`config.mk`:
```
export PLATFORM = sky130hd
export DESIGN_NAME = tone_gen
export DESIGN_NICKNAME = d
export VERILOG_FILES = /design/src/rtl/tone_gen.sv
export SDC_FILE = /design/constraint.sdc
export NUM_CORES = 1
export LEC_CHECK = 0
export BUFFER_PORTS_ARGS = -buffer_cell sky130_fd_sc_hd__buf_2
export CAP_MARGIN = 20
export CELL_PAD_IN_SITES_DETAIL_PLACEMENT = 1
export CELL_PAD_IN_SITES_GLOBAL_PLACEMENT = 2
export CORE_AREA = 4 4 211 213
export CTS_CLUSTER_DIAMETER = 40
export DETAILED_ROUTE_END_ITERATION = 10
export DIE_AREA = 0 0 215 217
export PLACE_DENSITY_LB_ADDON = 0.08
export REMOVE_ABC_BUFFERS = 1
export SKIP_CTS_REPAIR_TIMING = 1
export SKIP_LAST_GASP = 1
export SYNTH_ARGS = -nofsm -noshare
export SYNTH_HDL_FRONTEND = slang
export SYNTH_SLANG_ARGS = --single-unit
export TNS_END_PERCENT = 10
```
`constraint.sdc`:
```
create_clock -name FPGA_CLK1_50 -period 7.5 [get_ports FPGA_CLK1_50]
set_clock_uncertainty 0.1 [all_clocks]
set_input_delay 0 -clock FPGA_CLK1_50 [delete_from_list [all_inputs] [get_ports FPGA_CLK1_50]]
set_output_delay 0 -clock FPGA_CLK1_50 [all_outputs]
set_load 0.05 [all_outputs]
```
`src/rtl/tone_gen.sv`:
```
`default_nettype none
// ============================================================================
// Module      : tone_gen
// Description : Square-wave tone generator for the speaker pin. Converts a
//               requested frequency in Hz into a half-period cycle count with
//               a 32-step restoring shift-subtract divider, then drives a
//               toggle counter. New pitches are applied only at waveform edges
//               so that no runt pulses are produced.
// Ports       : FPGA_CLK1_50     - system clock
//               reset            - asynchronous active-high reset
//               desiredFrequency - requested tone in Hz (0 = rest)
//               play             - 1 = speaker enabled, 0 = muted
//               spkr             - square-wave output
//               busy             - division in progress
//               active           - valid half-period loaded and play=1
//               half_period      - committed half-period in cycles (0 = silent)
// Revision    : 1.0 - initial release
// ============================================================================
module tone_gen #(
    parameter int unsigned CLK_HZ = 50_000_000,
    parameter int unsigned MIN_HZ = 20,
    parameter int unsigned MAX_HZ = 20_000
) (
    input  logic        FPGA_CLK1_50,
    input  logic        reset,
    input  logic [31:0] desiredFrequency,
    input  logic        play,
    output logic        spkr,
    output logic        busy,
    output logic        active,
    output logic [31:0] half_period
);

    localparam logic [31:0] C_DIVIDEND = CLK_HZ;
    localparam logic [31:0] C_MIN_HZ   = MIN_HZ;
    localparam logic [31:0] C_MAX_HZ   = MAX_HZ;

    typedef enum logic [1:0] {
        S_IDLE   = 2'd0,
        S_DIV    = 2'd1,
        S_COMMIT = 2'd2
    } state_t;

    state_t      r_state;
    logic [31:0] r_f_cur;
    logic [32:0] r_divisor;
    logic [32:0] r_rem;
    logic [31:0] r_quot;
    logic [4:0]  r_iter;
    logic [31:0] r_pending;
    logic        r_pending_vld;
    logic [31:0] r_half_period;
    logic [31:0] r_cnt;
    logic        r_spkr;
    logic        r_busy;
    logic        r_active;

    logic        w_in_range;
    logic [33:0] w_rem_sh;
    logic        w_sub_ok;
    logic [32:0] w_rem_diff;
    logic [32:0] w_rem_next;
    logic        w_wrap;

    assign w_in_range = (desiredFrequency != 32'd0) &&
                        (desiredFrequency >= C_MIN_HZ) &&
                        (desiredFrequency <= C_MAX_HZ);

    // Restoring division step: the dividend sits in the quotient register and
    // is shifted out of its MSB into the partial remainder, while quotient
    // bits are shifted in at the LSB.
    assign w_rem_sh   = {r_rem, r_quot[31]};
    assign w_sub_ok   = (w_rem_sh >= {1'b0, r_divisor});
    // When the subtraction is taken the result is below the divisor and so
    // fits in 33 bits; modular subtraction on the low bits is exact.
    assign w_rem_diff = w_rem_sh[32:0] - r_divisor;
    assign w_rem_next = w_sub_ok ? w_rem_diff : w_rem_sh[32:0];

    assign w_wrap = (r_cnt == (r_half_period - 32'd1));

    always_ff @(posedge FPGA_CLK1_50 or posedge reset) begin
        if (reset) begin
            r_state       <= S_IDLE;
            r_f_cur       <= '0;
            r_divisor     <= '0;
            r_rem         <= '0;
            r_quot        <= '0;
            r_iter        <= '0;
            r_pending     <= '0;
            r_pending_vld <= 1'b0;
            r_half_period <= '0;
            r_cnt         <= '0;
            r_spkr        <= 1'b0;
            r_busy        <= 1'b0;
            r_active      <= 1'b0;
        end else begin
            r_active <= play && (r_half_period != 32'd0);

            // Toggle engine. A pending pitch is swapped in only on a wrap, so
            // the current half-period always completes at its old length.
            if ((r_half_period == 32'd0) || !play) begin
                r_spkr <= 1'b0;
                r_cnt  <= '0;
            end else if (w_wrap) begin
                r_spkr <= ~r_spkr;
                r_cnt  <= '0;
                if (r_pending_vld) begin
                    r_half_period <= r_pending;
                    r_pending_vld <= 1'b0;
                end
            end else begin
                r_cnt <= r_cnt + 32'd1;
            end

            // Frequency tracking / divider control. Assignments here come
            // after the toggle engine so they take priority on collisions.
            case (r_state)
                S_IDLE: begin
                    if (desiredFrequency != r_f_cur) begin
                        r_f_cur <= desiredFrequency;
                        if (!w_in_range) begin
                            r_half_period <= '0;
                            r_pending_vld <= 1'b0;
                            r_spkr        <= 1'b0;
                            r_cnt         <= '0;
                        end else begin
                            r_divisor <= {desiredFrequency, 1'b0};
                            r_rem     <= '0;
                            r_quot    <= C_DIVIDEND;
                            r_iter    <= '0;
                            r_busy    <= 1'b1;
                            r_state   <= S_DIV;
                        end
                    end
                end
                S_DIV: begin
                    r_rem  <= w_rem_next;
                    r_quot <= {r_quot[30:0], w_sub_ok};
                    r_iter <= r_iter + 5'd1;
                    if (r_iter == 5'd31) begin
                        r_state <= S_COMMIT;
                    end
                end
                S_COMMIT: begin
                    r_busy  <= 1'b0;
                    r_state <= S_IDLE;
                    if (r_half_period == 32'd0) begin
                        // Starting from silence: no edge to wait for.
                        r_half_period <= r_quot;
                        r_pending_vld <= 1'b0;
                        r_cnt         <= '0;
                        r_spkr        <= 1'b0;
                    end else begin
                        r_pending     <= r_quot;
                        r_pending_vld <= 1'b1;
                    end
                end
                default: begin
                    r_state <= S_IDLE;
                end
            endcase
        end
    end

    assign spkr        = r_spkr;
    assign busy        = r_busy;
    assign active      = r_active;
    assign half_period = r_half_period;

endmodule
`default_nettype wire

```
### Word-level counts from Yosys, hierarchy flattened

Index checks and enable logic that the tools add are counted.

* word-level logic and storage cells: 89
* flip-flop bits (word level): 236

* muxes and demuxes: 42
* order comparisons: 3
* add/sub/neg operators: 4
* equality and inequality tests: 8
* bitwise logic cells: 2
* reduce and logical (&&, ||, !) cells: 17

Operators with widths (number)
* two-way mux 32 bit: 13
* one-hot mux 32 bit (2 select lines): 3
* two-way mux 33 bit: 3
* one-hot mux 33 bit (2 select lines): 1
* nonzero test 32 bit: 2
* greater-or-equal comparator 34 x 33 -> 1 bit: 1
* subtractor 33 bit: 1
* adder 32 x 1 -> 32 bit, second input constant: 1
* == test 32 bit: 1
* greater-or-equal comparator 32 x 5 -> 1 bit, second input constant: 1
* <= comparator 32 x 15 -> 1 bit, second input constant: 1
* zero test 32 bit: 1
* != test 32 bit: 1
* subtractor 32 x 1 -> 32 bit, second input constant: 1
* two-way mux 1 bit: 12
* AND reduction 3 bit: 4
* two-way mux 5 bit: 2
* one-hot mux 5 bit (2 select lines): 1
* two-way mux 2 bit: 3
* != test 2 bit, second input constant: 3
* one-hot mux 1 bit (2 select lines): 3
* adder 5 x 1 -> 5 bit, second input constant: 1
* == test 5 bit, second input constant: 1
* one-hot mux 2 bit (2 select lines): 1
* 9 further kinds: 14

### Depth between registers and ports, before layout

* depth in word-level cells: 7
* gate-level depth with buffers: 14
* depth with buffers taken out: 12

### Least setup slack after synthesis

No wires, ideal clock.

* path type: flip-flop to flip-flop
* start: register r_half_period[5], in the netlist half_period[5]
* end: register r_cnt[11]
* cell stages (with the launch flop): 14
* buffers on the path: 4
* path slack: 3473 ps
* setup time: 119 ps
* required time: 7281 ps
* period minus slack after synthesis: 4027 ps
* arrival time: 3808 ps
* path through: dfrtp_1 -> buf_6 -> or4_4 -> buf_6 -> or4_4 -> buf_6 -> nor3_1 -> xnor2_1 -> o2111ai_1 -> or4_1 -> or4_4 -> nand3_4 -> buf_8 -> nor2_2

* cells in the longest elaborated chain, start to end: 7
* elaborated cells between the ends (all ways): 10
* those cells by class: add/sub: 1; eq/ne: 1; mux: 6; reduce/logical: 2

RTL lines
* start: declaration: line 52 `logic [31:0] r_half_period;`
* start signal: assignment: line 108 `r_half_period <= r_pending;`
* start signal: assignment: line 149 `r_half_period <= r_quot;`
* subtractor 32 x 1 -> 32 bit: line 79 `assign w_wrap = (r_cnt == (r_half_period - 32'd1));`
* == test 32 bit: line 79
* two-way mux 32 bit: line 104 `end else if (w_wrap) begin`
* two-way mux 32 bit: line 101 `if ((r_half_period == 32'd0) || !play) begin`
* two-way mux 32 bit: line 121 `if (!w_in_range) begin`
* two-way mux 32 bit: line 119 `if (desiredFrequency != r_f_cur) begin`
* one-hot mux 32 bit (2 select lines) (*): line 117 `case (r_state)`
* end signal: assignment: line 112 `r_cnt <= r_cnt + 32'd1;`
* end: declaration: line 53 `logic [31:0] r_cnt;`

Every way passes the cells marked *; elsewhere a longest branch is shown, timed or not.
A chain may end at the register's enable or synchronous reset.

### Worst setup path after layout

* start: register r_half_period[0], in the netlist half_period[0]
* end: register r_cnt[4]

Same word-level chain as after synthesis.

==> metrics.txt <==
# TYPE chip_impl_metric gauge
chip_impl_metric{name="drt_iter0_markers",unit=""} 555
chip_impl_metric{name="average_size_of_a_mapped_cell",unit="sq um"} 9.807
chip_impl_info{name="largest_cells_by_area_after_synthesis",value="dfrtp_1 45%, mux2_2 6.8%, xor2_1 5.6%"} 1
chip_impl_metric{name="synth_async_sr_flop_share",unit="%"} 100.0
chip_impl_info{name="setup.worst_path.start_class",value="flip-flop"} 1
chip_impl_metric{name="start_util",unit="%"} 30.80
chip_impl_metric{name="flow.area_growth_from_synthesis",unit="%"} 23.75
chip_impl_metric{name="final.min_clock_period",unit="ns"} 4.482
chip_impl_metric{name="floorplan.die.height",unit="um"} 217
chip_impl_metric{name="dieWidth",unit="um"} 215
chip_impl_metric{name="gr-usage-all-layers",unit="%"} 16.10
chip_impl_metric{name="static-leakage-power",unit="nW"} 7.388
chip_impl_metric{name="avgRoutedWirePerCell",unit="um"} 18.58
chip_impl_metric{name="syn-cell-area",unit="sq um"} 13150
chip_impl_metric{name="fmaxAchievable",unit="MHz"} 223.1
chip_impl_metric{name="ir_worst_vdd",unit="uV"} 174.0
chip_impl_metric{name="area_of_the_core",unit="sq um"} 42700
chip_impl_info{name="criticalPathCategory",value="flip-flop to flip-flop"} 1
chip_impl_metric{name="worstPathRequired",unit="ns"} 7.83
chip_impl_metric{name="max_cap_viol_count",unit=""} 0
chip_impl_metric{name="finish.net_count",unit=""} 1510
chip_impl_metric{name="grt_max_degree",unit=""} 120
chip_impl_metric{name="via_count_of_the_first_global_routing_pass",unit=""} 10800
chip_impl_metric{name="num_clock_sinks",unit=""} 236
chip_impl_info{name="yosys.area.top_type",value="dfrtp_1"} 1
chip_impl_metric{name="gp_congestion",unit=""} 0.8015
chip_impl_metric{name="detail_route.wirelength",unit="um"} 37630
chip_impl_metric{name="clk_latency",unit="ns"} 0.57
chip_impl_metric{name="num_io_pins",unit=""} 70
chip_impl_metric{name="placed_cells",unit=""} 1897
chip_impl_metric{name="dpl.hpwl",unit="um"} 25550
chip_impl_metric{name="cts.reportedPaths.clkPinSlew",unit="ns"} 0.05
chip_impl_metric{name="initial_antenna_violation_count",unit=""} 0
chip_impl_metric{name="placementRows",unit=""} 76
chip_impl_info{name="cts_tree",value="yes"} 1
chip_impl_metric{name="synth_top_area_share",unit="%"} 44.91
chip_impl_metric{name="timing.critical_path.arrival",unit="ns"} 4.81
chip_impl_metric{name="post_route_setup_tns",unit="ns"} 0
chip_impl_info{name="layout_common_cells",value="236 x dfrtp_1, 104 x nand2_1, 97 x nand3_1, 84 x xor2_1, 80 x nor2_1"} 1
chip_impl_metric{name="cts_buffer_depth",unit=""} 3
chip_impl_metric{name="synth_enable_flop_cells",unit=""} 0
chip_impl_metric{name="final_min_period_over_clock_period",unit="%"} 59.76
chip_impl_info{name="synthFlopType",value="dfrtp_1"} 1
chip_impl_metric{name="die-area",unit="sq um"} 46660
chip_impl_info{name="critPathCaptureType",value="flip-flop"} 1
chip_impl_metric{name="io_buffer_count",unit=""} 69
chip_impl_info{name="clock-root-buffer",value="clkbuf_16"} 1
chip_impl_metric{name="grt_util_met1",unit="%"} 22.11
chip_impl_metric{name="power.density",unit="nW/um^2"} 264.5
chip_impl_metric{name="grt_first_pass_wirelength",unit="um"} 61350
chip_impl_metric{name="yosysWarningCount",unit=""} 0
chip_impl_metric{name="synthCells",unit=""} 1341
chip_impl_info{name="grt_most_used_layer",value="met2"} 1
chip_impl_metric{name="drt_pre_antenna_iters",unit=""} 6
chip_impl_metric{name="post_dr_vias_cell",unit=""} 5.069
chip_impl_metric{name="final_layout_size_suffix_gt1_share",unit="%"} 19.46
chip_impl_metric{name="worstMarginPinSlew",unit="ns"} 0.9363
chip_impl_metric{name="grt.met3_usage",unit="%"} 2.737
chip_impl_metric{name="cts_inserted_buffers",unit=""} 50
chip_impl_metric{name="overflow",unit=""} 0
chip_impl_metric{name="synth.yosys.seq_area_share",unit="%"} 44.91
chip_impl_metric{name="number_of_h_tree_branching_levels",unit=""} 2
chip_impl_metric{name="finalSetupViolations",unit=""} 0
chip_impl_info{name="grt_setup_unrepaired",value="false"} 1
chip_impl_metric{name="report.final.hold_viol_count",unit=""} 0
chip_impl_metric{name="worst-path-max-fanout",unit=""} 32
chip_impl_metric{name="insertedDiodeCount",unit=""} 0
chip_impl_metric{name="netlist-cell-type-count",unit=""} 68
chip_impl_metric{name="number_of_design_rule_violations_left_after_detail_routing",unit=""} 0
chip_impl_metric{name="final_cell_count_no_fill",unit=""} 2026
chip_impl_metric{name="antenna_left",unit=""} 0
chip_impl_info{name="layout.cells.most_common",value="dfrtp_1"} 1
chip_impl_info{name="worstHoldPathType",value="input pin to async pin"} 1
chip_impl_info{name="outcome",value="completed"} 1
chip_impl_metric{name="grt.met2_usage",unit="%"} 25.85
chip_impl_metric{name="routed-via-count",unit=""} 10270
chip_impl_metric{name="maxSlewHeadroom",unit="%"} 37.10
chip_impl_metric{name="timing.final.max_slew_violations",unit=""} 0
chip_impl_metric{name="postSynthRegisterBits",unit=""} 236
[through the flow]
step           utilization, %  instance area (sq um)  hold slack (ns)  power (W)  setup WS, ns
6_report                38.12                  16270          0.07723   0.004305         3.018
2_1_floorplan               -                  12830          0.05058   0.001701        0.9253
3_5_place_dp            32.77                  13990           0.1527   0.001831         2.778
3_3_place_gp            32.75                  13980           0.1535   0.001826         2.705
4_1_cts                 37.26                  15910          -0.4682   0.004380         2.761
5_1_grt                 38.12                  16270           0.1480   0.004523         2.581
[area by class of cell]
cell class	instances	area, sq um
Clock buffer	60	1380
Clock inverter	34	534.3
Fill cell	4773	26420
Inverter	65	251.5
Multi-Input combinational cell	969	6704
Sequential cell	236	5906
Tap cell	546	683.2
Timing Repair Buffer	116	815.8
[registers in the layout, summed over array words and instances (netlist names)]
signal / count
r_rem: 33
half_period: 32
r_cnt: 32
r_divisor: 32
r_f_cur: 32
r_pending: 32
r_quot: 32
r_iter: 5
r_state: 2
active: 1
busy: 1
r_pending_vld: 1
spkr: 1
[worst paths after layout]
| check | startpoint | endpoint | slack (ns) | cells past startpoint |
|---|---|---|---|---|
| max | half_period[0] | r_cnt[4] | 3.02 | 11 |
| min | reset | half_period[27] | 0.08 | 3 |
| max reg2reg | half_period[0] | r_cnt[4] | 3.02 | 11 |
| min reg2reg | r_divisor[32] | r_divisor[32] | 0.39 | 2 |
| max in group asynchronous | reset | r_divisor[25] | 6.05 | 4 |
| min in group FPGA_CLK1_50 | desiredFrequency[25] | r_f_cur[25] | 0.15 | 3 |
[power breakdown]
| group | switching (W) | leakage (nW) | internal, W |
|---|---|---|---|
| combinational | 0.000251 | 3.61 | 0.000180 |
| clock | 0.000760 | 0.934 | 0.00173 |
| sequential | 0.0000482 | 2.85 | 0.00134 |
[critical path: stages, from the launching register on]
cell     delay, ns
dfrtp_1       0.45
inv_1         0.09
ha_1          0.20
or4b_1        0.62
nor3_1        0.77
nand3_1       0.16
nand3_1       0.20
nand4_1       0.14
or4_1         0.55
or4_4         0.54
nand3_4       0.40
nor2_1        0.10
[metal layers]
layer / wire [um] / vias up
li1: - / 4970
met1: 18040 / 5125
met2: 17430 / 112
met3: 1090 / 62
met4: 1076 / 0
met5: 0 / -
[Yosys cell counts (8+ instances only)]
master	count
nor2_1	81
a21o_1	15
mux2i_1	18
o21ai_0	67
nand2b_1	10
nor2_2	10
xor2_1	84
nand4_1	12
inv_1	64
nor3_1	25
a211oi_1	11
ha_1	36
mux2_2	79
a32oi_1	10
or3_1	9
nand3b_1	36
xnor2_1	48
nand3_1	97
a21oi_1	42
dfrtp_1	236
clkbuf_1	51
nand2_1	104
a22oi_1	8
a22o_1	21
buf_1	8
nor4_1	21
and3_1	20
a31oi_1	12
[cells by family (layout without fill, tap and decap cells)]
family	after synthesis	in the layout	synth area share (%)
adders and majority gates	37	37	3.577
buffers and inverters	136	275	4.310
xor gates and xnor gates	132	132	8.791
AOI/OAI and AO/OA	235	235	11.77
muxes	97	97	8.134
and+or+nand+nor	468	468	18.51
DFF	236	236	44.91
No activity file was read; power rests on OpenSTA's default activity.
